[config.mk]
export PLATFORM = sky130hd
export DESIGN_NAME = striping_scheduler
export DESIGN_NICKNAME = d
export VERILOG_FILES = /design/src/rtl/striping_defs.sv /design/src/rtl/striping_scheduler_train_counter.sv /design/src/rtl/striping_scheduler.sv
export SDC_FILE = /design/constraint.sdc
export NUM_CORES = 1
export LEC_CHECK = 0
export BUFFER_PORTS_ARGS = -buffer_cell sky130_fd_sc_hd__buf_2
export CAP_MARGIN = 25
export CORE_MARGIN = 2
export CORE_UTILIZATION = 44
export DETAILED_ROUTE_END_ITERATION = 16
export GPL_TIMING_DRIVEN = 0
export PLACE_DENSITY = 0.75
export SYNTH_ARGS = -nofsm -noshare
export SYNTH_HDL_FRONTEND = slang
export SYNTH_SLANG_ARGS = --single-unit
[constraint.sdc]
create_clock -name clk_2f -period 2.2 [get_ports clk_2f]
set_input_delay 0.11 -clock clk_2f [delete_from_list [all_inputs] [get_ports clk_2f]]
set_output_delay 0.11 -clock clk_2f [all_outputs]
set_load 0.01 [all_outputs]
[src/rtl/striping_defs.sv]
// striping_defs: shared definitions for the two-lane striping scheduler.
//   - FSM state encodings (state_t)
//   - default idle / training fill words
//   - lane configuration encodings
package striping_defs;

  typedef enum logic [1:0] {
    ST_IDLE   = 2'b00,
    ST_TRAIN  = 2'b01,
    ST_ACTIVE = 2'b10
  } state_t;

  localparam logic [31:0] DEF_IDLE_WORD  = 32'hBCBCBCBC;
  localparam logic [31:0] DEF_TRAIN_WORD = 32'h4A4A4A4A;

  localparam logic CFG_SINGLE = 1'b0;
  localparam logic CFG_DUAL   = 1'b1;

endpackage

[src/rtl/striping_scheduler_train_counter.sv]
// train_counter: saturating cycle counter for the training burst.
// Ports:
//   clk_2f  in  clock
//   reset   in  asynchronous active-high reset
//   clear   in  restart the count at zero
//   inc     in  advance the count (holds once the last cycle is reached)
//   done    out count has reached TRAIN_LEN-1 (last training cycle)
module train_counter #(
  parameter int TRAIN_LEN = 4
) (
  input  logic clk_2f,
  input  logic reset,
  input  logic clear,
  input  logic inc,
  output logic done
);

  localparam int CW = (TRAIN_LEN > 1) ? $clog2(TRAIN_LEN) : 1;
  localparam logic [CW-1:0] LAST = CW'(TRAIN_LEN - 1);

  logic [CW-1:0] count;

  // Training cycle count, saturating at the last training cycle
  always_ff @(posedge clk_2f or posedge reset) begin
    if (reset) begin
      count <= {CW{1'b0}};
    end else if (clear) begin
      count <= {CW{1'b0}};
    end else if (inc && (count != LAST)) begin
      count <= count + CW'(1'b1);
    end else begin
      count <= count;
    end
  end

  assign done = (count == LAST);

endmodule

[src/rtl/striping_scheduler.sv]
// striping_scheduler: bring-up FSM and lane mux for a two-lane byte-striping
// datapath. IDLE -> TRAIN (TRAIN_LEN cycles of TRAIN_WORD) -> ACTIVE, where
// accepted words are distributed round-robin over the enabled lanes.
// Ports:
//   clk_2f, reset          clock, asynchronous active-high reset
//   enable                 link enable (low returns the link to IDLE)
//   lane_cfg               0 single lane, 1 dual lane; latched entering TRAIN
//   valid_in, data_in      upstream word; ready_out accepts it (combinational)
//   valid_0/lane_0,
//   valid_1/lane_1         registered lane outputs, IDLE_WORD when empty
//   training               lanes carry TRAIN_WORD
//   state_out              00 IDLE, 01 TRAIN, 10 ACTIVE
//   word_count             accepted words, wraps at 2^CNT_W
module striping_scheduler
  import striping_defs::*;
#(
  parameter int                DATA_W     = 32,
  parameter logic [DATA_W-1:0] IDLE_WORD  = DATA_W'(DEF_IDLE_WORD),
  parameter logic [DATA_W-1:0] TRAIN_WORD = DATA_W'(DEF_TRAIN_WORD),
  parameter int                TRAIN_LEN  = 4,
  parameter int                CNT_W      = 16
) (
  input  logic              clk_2f,
  input  logic              reset,
  input  logic              enable,
  input  logic              lane_cfg,
  input  logic              valid_in,
  input  logic [DATA_W-1:0] data_in,
  output logic              ready_out,
  output logic              valid_0,
  output logic [DATA_W-1:0] lane_0,
  output logic              valid_1,
  output logic [DATA_W-1:0] lane_1,
  output logic              training,
  output logic [1:0]        state_out,
  output logic [CNT_W-1:0]  word_count
);

  state_t            state, state_nxt;
  logic              ptr, ptr_nxt;
  logic              cfg_q, cfg_nxt;
  logic              accept;
  logic              cnt_clear, cnt_inc, cnt_done;
  logic [DATA_W-1:0] lane_0_nxt, lane_1_nxt;
  logic              valid_0_nxt, valid_1_nxt, training_nxt;

  assign ready_out = (state == ST_ACTIVE) && enable;
  assign accept    = valid_in && ready_out;
  assign state_out = state;

  train_counter #(.TRAIN_LEN(TRAIN_LEN)) u_train_counter (
    .clk_2f (clk_2f),
    .reset  (reset),
    .clear  (cnt_clear),
    .inc    (cnt_inc),
    .done   (cnt_done)
  );

  // FSM state register
  always_ff @(posedge clk_2f or posedge reset) begin
    if (reset) begin
      state <= ST_IDLE;
    end else begin
      state <= state_nxt;
    end
  end

  // Next state plus the lane values to register at the coming edge.
  // Outputs are decoded from the transition so they line up with state_out.
  always_comb begin
    state_nxt    = state;
    ptr_nxt      = ptr;
    cfg_nxt      = cfg_q;
    cnt_clear    = 1'b0;
    cnt_inc      = 1'b0;
    lane_0_nxt   = IDLE_WORD;
    lane_1_nxt   = IDLE_WORD;
    valid_0_nxt  = 1'b0;
    valid_1_nxt  = 1'b0;
    training_nxt = 1'b0;
    case (state)
      ST_IDLE: begin
        if (enable) begin
          state_nxt    = ST_TRAIN;
          cfg_nxt      = lane_cfg;
          cnt_clear    = 1'b1;
          training_nxt = 1'b1;
          lane_0_nxt   = TRAIN_WORD;
          // Lane 1 trains only when the configuration being latched is dual
          if (lane_cfg == CFG_DUAL) begin
            lane_1_nxt = TRAIN_WORD;
          end else begin
            lane_1_nxt = IDLE_WORD;
          end
        end else begin
          state_nxt = ST_IDLE;
        end
      end
      ST_TRAIN: begin
        cnt_inc = 1'b1;
        if (!enable) begin
          state_nxt = ST_IDLE;
          ptr_nxt   = 1'b0;
        end else if (cnt_done) begin
          state_nxt = ST_ACTIVE;
        end else begin
          training_nxt = 1'b1;
          lane_0_nxt   = TRAIN_WORD;
          if (cfg_q == CFG_DUAL) begin
            lane_1_nxt = TRAIN_WORD;
          end else begin
            lane_1_nxt = IDLE_WORD;
          end
        end
      end
      ST_ACTIVE: begin
        if (!enable) begin
          state_nxt = ST_IDLE;
          ptr_nxt   = 1'b0;
        end else if (accept) begin
          if (ptr == 1'b0) begin
            lane_0_nxt  = data_in;
            valid_0_nxt = 1'b1;
          end else begin
            lane_1_nxt  = data_in;
            valid_1_nxt = 1'b1;
          end
          // Single lane pins the pointer at lane 0
          if (cfg_q == CFG_DUAL) begin
            ptr_nxt = ~ptr;
          end else begin
            ptr_nxt = 1'b0;
          end
        end else begin
          ptr_nxt = ptr;
        end
      end
      default: begin
        state_nxt = ST_IDLE;
        ptr_nxt   = 1'b0;
      end
    endcase
  end

  // Lane outputs, lane pointer, latched configuration and word counter
  always_ff @(posedge clk_2f or posedge reset) begin
    if (reset) begin
      ptr        <= 1'b0;
      cfg_q      <= CFG_SINGLE;
      lane_0     <= IDLE_WORD;
      lane_1     <= IDLE_WORD;
      valid_0    <= 1'b0;
      valid_1    <= 1'b0;
      training   <= 1'b0;
      word_count <= {CNT_W{1'b0}};
    end else begin
      ptr      <= ptr_nxt;
      cfg_q    <= cfg_nxt;
      lane_0   <= lane_0_nxt;
      lane_1   <= lane_1_nxt;
      valid_0  <= valid_0_nxt;
      valid_1  <= valid_1_nxt;
      training <= training_nxt;
      if (accept) begin
        word_count <= word_count + CNT_W'(1'b1);
      end else begin
        word_count <= word_count;
      end
    end
  end

endmodule

==> summary.md, run 1 <==
| Metric | Value |
|---|---|
| Post-CTS Setup Bufs | `0` |
| CP Class | `register to register` |
| DR WL/cell | `14.4 um` |
| Post_cts resized | `0` |
| Worst path slowest cell | `dfrtp_1` |
| DRT iter0 DRCs | `105` |
| Unrepaired setup endpoints after global routing | `false` |
| Post-DRT Antenna Nets | `0` |
| Total number of vias | `2599` |
| Synth top area share | `0.365` |
| Pre-antenna DRT Iters | `4` |
| Total wire length | `7740 um` |
| Final setup fails | `0` |
| Total track usage | `0.193` |
| Worst-skew pair later-pin latency | `0.35 ns` |
| Main synth FF type | `dfrtp_1` |
| Async set-reset flop share out of synthesis | `1.00` |
| Total gr overflow | `0` |
| Cell accounting for the most synthesized area | `dfrtp_1` |
| Hpwl dp | `5400 um` |
| Htree depth | `3` |
| Status | `finished clean` |
| Die area | `0.00836 mm^2` |
| Setup Skew | `0.00893 ns` |
| Mapped Cells | `281` |
| Die height | `91.4 um` |
| Hold Vio Cnt, Final | `0` |
| PortBufs | `122` |
| Arr. time, crit path | `2.20 ns` |
| Initial core utilization | `0.459` |
| Post-synthesis area per instance | `12.0 um^2` |
| Largest net degree at the start of global routing | `35` |
| Max VDD drop | `0.000493 V` |
| Post-route DRC | `0` |
| Leakage | `2.32 nW` |
| Synth warn | `0` |
| Crit path max fanout | `10` |
| Seq cells post-synth | `89` |
| PD cells | `847 mW/mm^2` |
| Post-synth EDFFs | `0` |
| Die width | `91.4 um` |
| Hold Path Class | `input port to register` |
| Setup Slack @ Placement | `0.315 ns` |
| Area Overhead vs Synth | `33.7%` |
| Reg area | `0.00228 mm^2` |
| Slew Limit Fails | `0` |
| Post-synthesis net count | `320` |
| WP data required | `2.47 ns` |
| First-pass GRT wire length | `12700 um` |
| Critical path capture point type | `register` |
| # hold bufs at CTS | `16` |
| Clock tree buffer depth | `2` |
| Area contributors post-synth | `dfrtp_1, dfstp_2, nor2_1` |
| Commonest cells after routing, fill and taps aside | `buf_2, dfrtp_1, dfstp_2, nor2_1, o21ai_1` |
| FP Rows | `31` |
| Fraction of layout cells with a size suffix above 1 | `0.444` |
| FILL cells | `630` |
| Clock buffer count from CTS | `9` |
| Tot Pwr | `0.00381 W` |
| CTS tree | `built` |
| Core ar. | `0.00733 mm^2` |
| Commonest non-fill, non-tap cell in the layout | `buf_2` |
| I/O Pins | `123` |
| Final worst-path setup slack | `0.270 ns` |
| Sequential area share after synthesis | `0.677` |
| CP peak stage delay | `0.42 ns` |
| CP cell instances | `ha_1, or2_1, o21a_1, o21ai_2, buf_2, o21ai_1` |
| Core Util, Final | `0.613` |
| Fmax | `518 MHz` |
| Via count of the first global-routing pass | `2613` |
| Total negative slack | `0 ns` |
| Diode count | `0` |
| Min Tclk post-route | `1.93 ns` |
| Period Utilization, post-route | `0.877` |
| Multi-input logic area | `992 um^2` |
| CTS Root Cell | `clkbuf_8` |
| Max_cap viols | `0` |
| Yosys cell types | `36` |
| Clock slew at reported path FFs | `0.09 ns` |
| TritonCTS Sinks | `89` |
| Slew at the pin closest to its max-slew limit | `0.818 ns` |
| GP Congestion | `0.829` |
| Vias per cell | `4.85` |
| Initial antenna violation count | `0` |
| Fin nets | `471` |
| Slew margin rel. | `0.455` |
| Post-Syn Area | `0.00336 mm^2` |
| Worst Setup Start Kind | `register` |
layer usage:
metal  vias up  global-route usage  share of wire
met1      1239               0.259           0.45
met2       102               0.302           0.46
li1       1246                   -              -
met3        12              0.0506          0.075
met5         -                   0              0
met4         0              0.0707          0.014
flip-flops by register name, indices dropped and copies added, names as in the netlist:
register / count
valid_1: 1
lane_0: 32
u_train_counter.count: 2
training: 1
state_out: 2
ptr: 1
cfg_q: 1
lane_1: 32
valid_0: 1
word_count: 16
cell usage after synthesis (2+ instances only):
cell type / count
nand3_1: 5
dfstp_2: 40
inv_2: 2
inv_1: 5
clkbuf_1: 4
dfrtp_1: 49
o21ai_0: 10
ha_1: 2
and3_1: 6
or3_1: 8
and2_1: 4
and4_1: 3
nand2b_1: 4
nand4_1: 3
nand2_1: 10
o21ai_1: 26
nor3_1: 4
nor2_1: 38
a21oi_1: 5
a21o_1: 16
xnor2_1: 7
buf_2: 8
xor2_1: 8
a22o_1: 2
report_power, final:
group / switching, W / internal (W) / leakage [nW] / total [W]
sequential: 0.0000865 / 0.00192 / 1.07 / 0.00201
clock: 0.000581 / 0.000530 / 0.101 / 0.00111
combinational: 0.000386 / 0.000303 / 1.16 / 0.000689
total: 0.00105 / 0.00275 / 2.32 / 0.00381
critical path: cells and delay by family (launching register included):
kind / cells / cell delay (ns)
AOI/OAI and AO/OA: 3 / 0.59
DFF: 1 / 0.42
adders and majority gates: 1 / 0.29
and+or+nand+nor: 1 / 0.28
buffers and inverters: 1 / 0.27
per-stage QoR:
step           hold slack (ns)  cells  area, um^2
2_1_floorplan            0.222    281        3370
3_3_place_gp             0.315    502        4100
3_5_place_dp             0.317    504        4140
4_1_cts                0.00641    536        4500
5_1_grt                 0.0179    536        4500
6_report                0.0187    536        4500
logic make-up (layout without fill, tap and decap cells):
logic type / count (synthesis) / count (layout) / share of synthesized area
buffers and inverters: 21 / 177 / 0.0275
multiplexers: 2 / 2 / 0.00670
flip-flops: 89 / 89 / 0.677
AND/OR/NAND/NOR: 89 / 89 / 0.130
XOR/XNOR: 15 / 15 / 0.0391
adder cells (fa/ha/maj): 2 / 2 / 0.00744
AO/OA/AOI/OAI: 63 / 63 / 0.112
final timing paths:
kind,to,slack [ns],cells after the start,from
setup reg to reg,lane_1[18],0.27,6,u_train_counter.count[0]
hold / removal,lane_1[15],0.02,3,data_in[15]
hold reg to reg,word_count[15],0.47,1,word_count[15]
setup / recovery,lane_1[18],0.27,6,u_train_counter.count[0]
min in group asynchronous,lane_1[19],0.04,2,reset
max in group asynchronous,lane_1[18],1.63,4,reset
final cells by class:
class                           instances  share of cell area
Inverter                                7             0.00668
Clock buffer                           10              0.0284
Timing Repair Buffer                  140               0.180
Sequential cell                        89               0.507
Clock inverter                          6              0.0150
Tap cell                               99              0.0276
Multi-Input combinational cell        171               0.221
Buffer                                 14              0.0148
(Power assumes the default switching activity.)
==> inputs of run 2 (changes only) <==
--- a/config.mk
+++ b/config.mk
@@ -11,7 +11,7 @@
 export CORE_UTILIZATION = 44
 export DETAILED_ROUTE_END_ITERATION = 16
 export GPL_TIMING_DRIVEN = 0
-export PLACE_DENSITY = 0.75
+export PLACE_DENSITY = 0.79
 export SYNTH_ARGS = -nofsm -noshare
 export SYNTH_HDL_FRONTEND = slang
 export SYNTH_SLANG_ARGS = --single-unit
==> summary.md, run 2 (synthesis results as in run 1) <==
| Metric | Value |
|---|---|
| Hpwl dp | `5560 um (+2.9%)` |
| Crit path max fanout | `10 (unchanged)` |
| Post-route DRC | `0 (unchanged)` |
| Fmax | `531 MHz (+2.4%)` |
| Slew margin rel. | `0.509 (+0.0544)` |
| Post-CTS Setup Bufs | `0 (unchanged)` |
| Clock slew at reported path FFs | `0.09 ns (about the same)` |
| FP Rows | `31 (unchanged)` |
| Total wire length | `7660 um (-0.93%)` |
| Status | `finished clean` |
| Placed cell areas | `0.00414 mm^2 (unchanged)` |
| Worst-skew pair later-pin latency | `0.35 ns (about the same)` |
| TritonCTS Sinks | `89 (unchanged)` |
| Fin nets | `472 (+0.21%)` |
| Diode count | `0 (unchanged)` |
| Clock tree buffer depth | `2 (unchanged)` |
| Htree depth | `3 (unchanged)` |
| Pre-antenna DRT Iters | `4 (unchanged)` |
| Commonest non-fill, non-tap cell in the layout | `buf_2` |
| PD cells | `828 mW/mm^2 (-2.3%)` |
| Hold Path Class | `input port to register` |
| CTS Root Cell | `clkbuf_8` |
| Hold slack | `0.0221 ns (+0.00349 ns)` |
| Vias per cell | `4.84 (-0.15%)` |
| Die height | `91.4 um (unchanged)` |
| Die area | `0.00836 mm^2 (unchanged)` |
| Post-DRT Antenna Nets | `0 (unchanged)` |
| Area Overhead vs Synth | `33.5%` |
| Slew Limit Fails | `0 (unchanged)` |
| DRT iter0 DRCs | `53 (-50%)` |
| Initial core utilization | `0.459 (unchanged)` |
| Final setup fails | `0 (unchanged)` |
| Max VDD drop | `0.000405 V (-18%)` |
| Core ar. | `0.00733 mm^2 (unchanged)` |
| Total gr overflow | `0 (unchanged)` |
| Arr. time, crit path | `2.15 ns (-0.05 ns)` |
| Die width | `91.4 um (unchanged)` |
| Setup crit start | `u_train_counter.count[0]` |
| Hold Vio Cnt, Final | `0 (unchanged)` |
| R2R Setup Slk | `0.32 ns (+0.05 ns)` |
| Max_cap viols | `0 (unchanged)` |
| GP Congestion | `0.821 (-0.88%)` |
| R2R Path End | `lane_1[4]` |
| Clock buffer count from CTS | `9 (unchanged)` |
| PortBufs | `122 (unchanged)` |
| R2R depth | `6 (unchanged)` |
| Critical path capture point type | `register` |
| Leakage | `2.32 nW (-0.13%)` |
| CTS tree | `built` |
| CP endpoint | `lane_1[4]` |
| Unrepaired setup endpoints after global routing | `false` |
| Period Utilization, post-route | `0.856 (-0.0209)` |
| DR WL/cell | `14.3 um (-1.1%)` |
| I/O Pins | `123 (unchanged)` |
| Commonest cells after routing, fill and taps aside | `buf_2, dfrtp_1, dfstp_2, nor2_1, o21ai_1` |
| Total number of vias | `2600 (+0.038%)` |
| Slew at the pin closest to its max-slew limit | `0.736 ns (-0.0815 ns)` |
| Largest registers | `lane_0: 32 flops, lane_1: 32 flops, word_count: 16 flops` |
| Total track usage | `0.193 (+0.000583)` |
| Worst Setup Start Kind | `register` |
| First-pass GRT wire length | `12600 um (-0.39%)` |
| Fraction of layout cells with a size suffix above 1 | `0.445 (+0.00127)` |
| Largest net degree at the start of global routing | `32 (-8.6%)` |
| CP Class | `register to register` |
| Setup Skew | `0.0119 ns (+0.00298 ns)` |
| Via count of the first global-routing pass | `2580 (-1.3%)` |
| Initial antenna violation count | `0 (unchanged)` |
| FILL cells | `627 (-0.48%)` |
| Critical R2R Launch | `u_train_counter.count[0]` |
| WP data required | `2.46 ns (about the same)` |
| Final instance area | `0.00449 mm^2 (-0.17%)` |
| Total negative slack | `0 ns (unchanged)` |
| Min Tclk post-route | `1.88 ns (-0.0459 ns)` |
## run 2: worst max-delay path, cell delays in order, from the launching register on
cell and delay (ns):
dfrtp_1 0.42, ha_1 0.28, or2_1 0.27, o21a_1 0.22, o21ai_2 0.26, buf_2 0.26
o21ai_1 0.09
## run 2: worst min path at each step
stage                      startpoint          to  slack, ns  depth (start not counted)
after detailed placement        reset     valid_1       0.23                          2
after CTS                 data_in[26]  lane_0[26]      0.005                          3
after global routing      data_in[15]  lane_0[15]       0.01                          3
after global placement     data_in[3]   lane_1[3]       0.32                          2
after floorplan           data_in[11]  lane_0[11]       0.22                          1
final                     data_in[26]  lane_0[26]       0.02                          3
## run 2: timing repair
item                      in CTS  in global routing
resized for setup              0                  0
hold endpoints to repair      31                  0
hold buffers                  17                  0
## run 2: layer usage
layer	global-route usage	part of all wire	up-vias
met5	0	0	-
met4	0.0745	0.016	0
met3	0.0531	0.076	13
met2	0.320	0.49	113
met1	0.241	0.42	1231
li1	-	-	1243
## run 2: per-stage QoR
stage | utilization | worst slack [ns] | cells | total power [W]
finish | 0.612 | 0.316 | 537 | 0.00371
global route | 0.612 | 0.191 | 537 | 0.00392
CTS | 0.612 | 0.316 | 537 | 0.00375
detailed placement | 0.565 | 0.326 | 504 | 0.00271
global placement | 0.559 | 0.339 | 502 | 0.00268
floorplan | - | 0.590 | 281 | 0.00240
## run 2: report_power, final
part | switching, W | total [W] | internal (W)
registers | 0.0000819 | 0.00200 | 0.00192
logic | 0.000386 | 0.000691 | 0.000304
clock network | 0.000579 | 0.00102 | 0.000444
total | 0.00105 | 0.00371 | 0.00267
## run 2: final cells by class
class / count / area (um^2) / area share
clock inverters: 6 / 40.0 / 0.00892
clock buffers: 10 / 138 / 0.0307
repair buffers: 141 / 821 / 0.183
plain buffers: 14 / 66.3 / 0.0148
inverters: 7 / 30.0 / 0.00669
flip-flops and latches: 89 / 2280 / 0.507
multi-input cells: 171 / 992 / 0.221
well taps: 99 / 124 / 0.0276
==> inputs of run 3 (changes only) <==
--- a/config.mk
+++ b/config.mk
@@ -7,7 +7,6 @@
 export LEC_CHECK = 0
 export BUFFER_PORTS_ARGS = -buffer_cell sky130_fd_sc_hd__buf_2
 export CAP_MARGIN = 25
-export CORE_MARGIN = 2
 export CORE_UTILIZATION = 44
 export DETAILED_ROUTE_END_ITERATION = 16
 export GPL_TIMING_DRIVEN = 0
==> summary.md, run 3 (synthesis results as in run 1) <==
| Metric | Value |
|---|---|
| Status | `finished clean` |
| Reg power frac | `0.499 (-0.040)` |
| Area Overhead vs Synth | `35.6%` |
| Via count of the first global-routing pass | `2401 (-6.9%)` |
| CTS Root Cell | `clkbuf_8` |
| Inst Count DP | `504 (unchanged)` |
| Post-route DRC | `0 (unchanged)` |
| DR WL/cell | `13.7 um (-4.0%)` |
| R2R Setup Slk | `0.26 ns (-0.05 ns)` |
| Fraction of layout cells with a size suffix above 1 | `0.443 (-0.00228)` |
| Post-DRT Antenna Nets | `0 (unchanged)` |
| Fin nets | `472 (unchanged)` |
| Crit path max fanout | `10 (unchanged)` |
| FP Rows | `31 (unchanged)` |
| Largest net degree at the start of global routing | `39 (+22%)` |
| TritonCTS Sinks | `89 (unchanged)` |
| DRT iter0 DRCs | `82 (+55%)` |
| FILL cells | `626 (-0.16%)` |
| Post-CTS Setup Bufs | `0 (unchanged)` |
| Period Utilization, post-route | `0.880 (+0.0231)` |
| Hold Path Class | `input port to register` |
| WP data required | `2.46 ns (about the same)` |
| Clock buffer count from CTS | `9 (unchanged)` |
| Htree depth | `3 (unchanged)` |
| Worst-skew pair later-pin latency | `0.35 ns (about the same)` |
| Leakage | `2.35 nW (+1.4%)` |
| Setup Slack @ Placement | `0.320 ns (-0.00639 ns)` |
| GP Congestion | `0.808 (-1.6%)` |
| I/O Pins | `123 (unchanged)` |
| Max VDD drop | `0.000430 V (+6.0%)` |
| CTS tree | `built` |
| Total gr overflow | `0 (unchanged)` |
| Pre-antenna DRT Iters | `5 (+1)` |
| Diode count | `0 (unchanged)` |
| Vias per cell | `4.86 (+0.46%)` |
| R2R depth | `6 (unchanged)` |
| Die area | `0.00799 mm^2 (-4.3%)` |
| CP Class | `register to register` |
| Final setup fails | `0 (unchanged)` |
| Hold slack | `0.0175 ns (-0.00469 ns)` |
| Total number of vias | `2612 (+0.46%)` |
| Initial antenna violation count | `0 (unchanged)` |
| PortBufs | `122 (unchanged)` |
| Reg area | `0.00228 mm^2 (unchanged)` |
| Die width | `89.4 um (-2.2%)` |
| Switching share of power | `0.253 (-0.0284)` |
| Initial core utilization | `0.459 (unchanged)` |
| Hpwl dp | `5310 um (-4.5%)` |
| Slew margin rel. | `0.502 (-0.00685)` |
| First-pass GRT wire length | `11400 um (-9.4%)` |
| Arr. time, crit path | `2.20 ns (+0.05 ns)` |
| Critical path capture point type | `register` |
| Worst-case hold path end point | `lane_0[15]` |
| Critical R2R Launch | `u_train_counter.count[0]` |
| Commonest non-fill, non-tap cell in the layout | `buf_2` |
| Total wire length | `7360 um (-4.0%)` |
| Hold Vio Cnt, Final | `0 (unchanged)` |
| Setup Skew | `0.0125 ns (+0.000635 ns)` |
| Power share of the combinational group | `0.172 (-0.014)` |
| Total track usage | `0.193 (about the same)` |
| Final worst-path setup slack | `0.265 ns (-0.0508 ns)` |
| Total negative slack | `0 ns (unchanged)` |
| Finished Layout Cells | `537 (unchanged)` |
| Unrepaired setup endpoints after global routing | `false` |
| PD cells | `881 mW/mm^2 (+6.4%)` |
| Largest registers | `lane_0: 32 flops, lane_1: 32 flops, word_count: 16 flops` |
| Slew Limit Fails | `0 (unchanged)` |
| WHS Path Cells | `3 (unchanged)` |
| P_int | `0.00300 W (+12%)` |
| Slew at the pin closest to its max-slew limit | `0.747 ns (+0.0103 ns)` |
| Switch Pwr | `0.00102 W (-2.8%)` |
| Clock share of power | `0.329 (+0.054)` |
| Commonest cells after routing, fill and taps aside | `buf_2, dfrtp_1, dfstp_2, nor2_1, o21ai_1` |
| Fmax | `517 MHz (-2.6%)` |
| Multi-input logic area | `992 um^2 (unchanged)` |
| Max_cap viols | `0 (unchanged)` |
| Min Tclk post-route | `1.94 ns (+0.0508 ns)` |
| Core ar. | `0.00733 mm^2 (unchanged)` |
| Hold_sp | `data_in[15]` |
| Core Util, Final | `0.622 (+0.00973)` |
| Clock tree buffer depth | `2 (unchanged)` |
| R2R Path End | `lane_1[4]` |
| Die height | `89.4 um (-2.2%)` |
| Worst Setup Start Kind | `register` |
| Clock slew at reported path FFs | `0.08 ns (about the same)` |
==> run 3: what timing repair did <==
action,in CTS,in global routing
hold endpoints to repair,32,0
hold buffers,17,0
resized for setup,0,0
==> run 3: worst max path at each step <==
stage                              from         end  slack (ns)  depth (start not counted)
5_1_grt        u_train_counter.count[0]   lane_1[4]        0.15                          6
4_1_cts        u_train_counter.count[0]   lane_1[4]        0.29                          6
3_5_place_dp   u_train_counter.count[0]  lane_1[31]        0.32                          6
3_3_place_gp   u_train_counter.count[0]  lane_1[15]        0.35                          6
2_1_floorplan  u_train_counter.count[0]  lane_1[18]        0.59                          6
6_report       u_train_counter.count[0]   lane_1[4]        0.26                          6
==> run 3: worst max-delay path, stage by stage, from the launching register on <==
cell and delay, ns:
dfrtp_1 0.42, ha_1 0.30, or2_1 0.28, o21a_1 0.22, o21ai_2 0.26, buf_2 0.26
o21ai_1 0.10
==> run 3: through the flow <==
step | cell area, um^2 | power (W)
CTS | 4560 | 0.00406
global route | 4560 | 0.00423
floorplan | 3370 | 0.00240
finish | 4560 | 0.00402
global placement | 4100 | 0.00267
detailed placement | 4140 | 0.00271
==> run 3: power groups by stage <==
stage,clock network (W),registers (W),logic [W]
global route,0.00141,0.00203,0.000781
floorplan,0,0.00213,0.000264
detailed placement,0,0.00204,0.000675
global placement,0,0.00203,0.000646
CTS,0.00135,0.00201,0.000701
finish,0.00132,0.00200,0.000690
==> run 3: layout make-up <==
type	instances	share of cell area
buffer	14	0.0145
clock buffer	13	0.0395
clock inverter	3	0.0151
inverter	7	0.00659
multi-input combinational	171	0.218
sequential	89	0.499
tap	99	0.0272
timing repair buffer	141	0.180
==> run 3: metal layers <==
layer / vias to the layer above / GRT usage / share of wire
li1: 1251 / - / -
met1: 1236 / 0.241 / 0.43
met2: 116 / 0.316 / 0.47
met3: 9 / 0.0582 / 0.084
met4: 0 / 0.0794 / 0.014
met5: - / 0 / 0
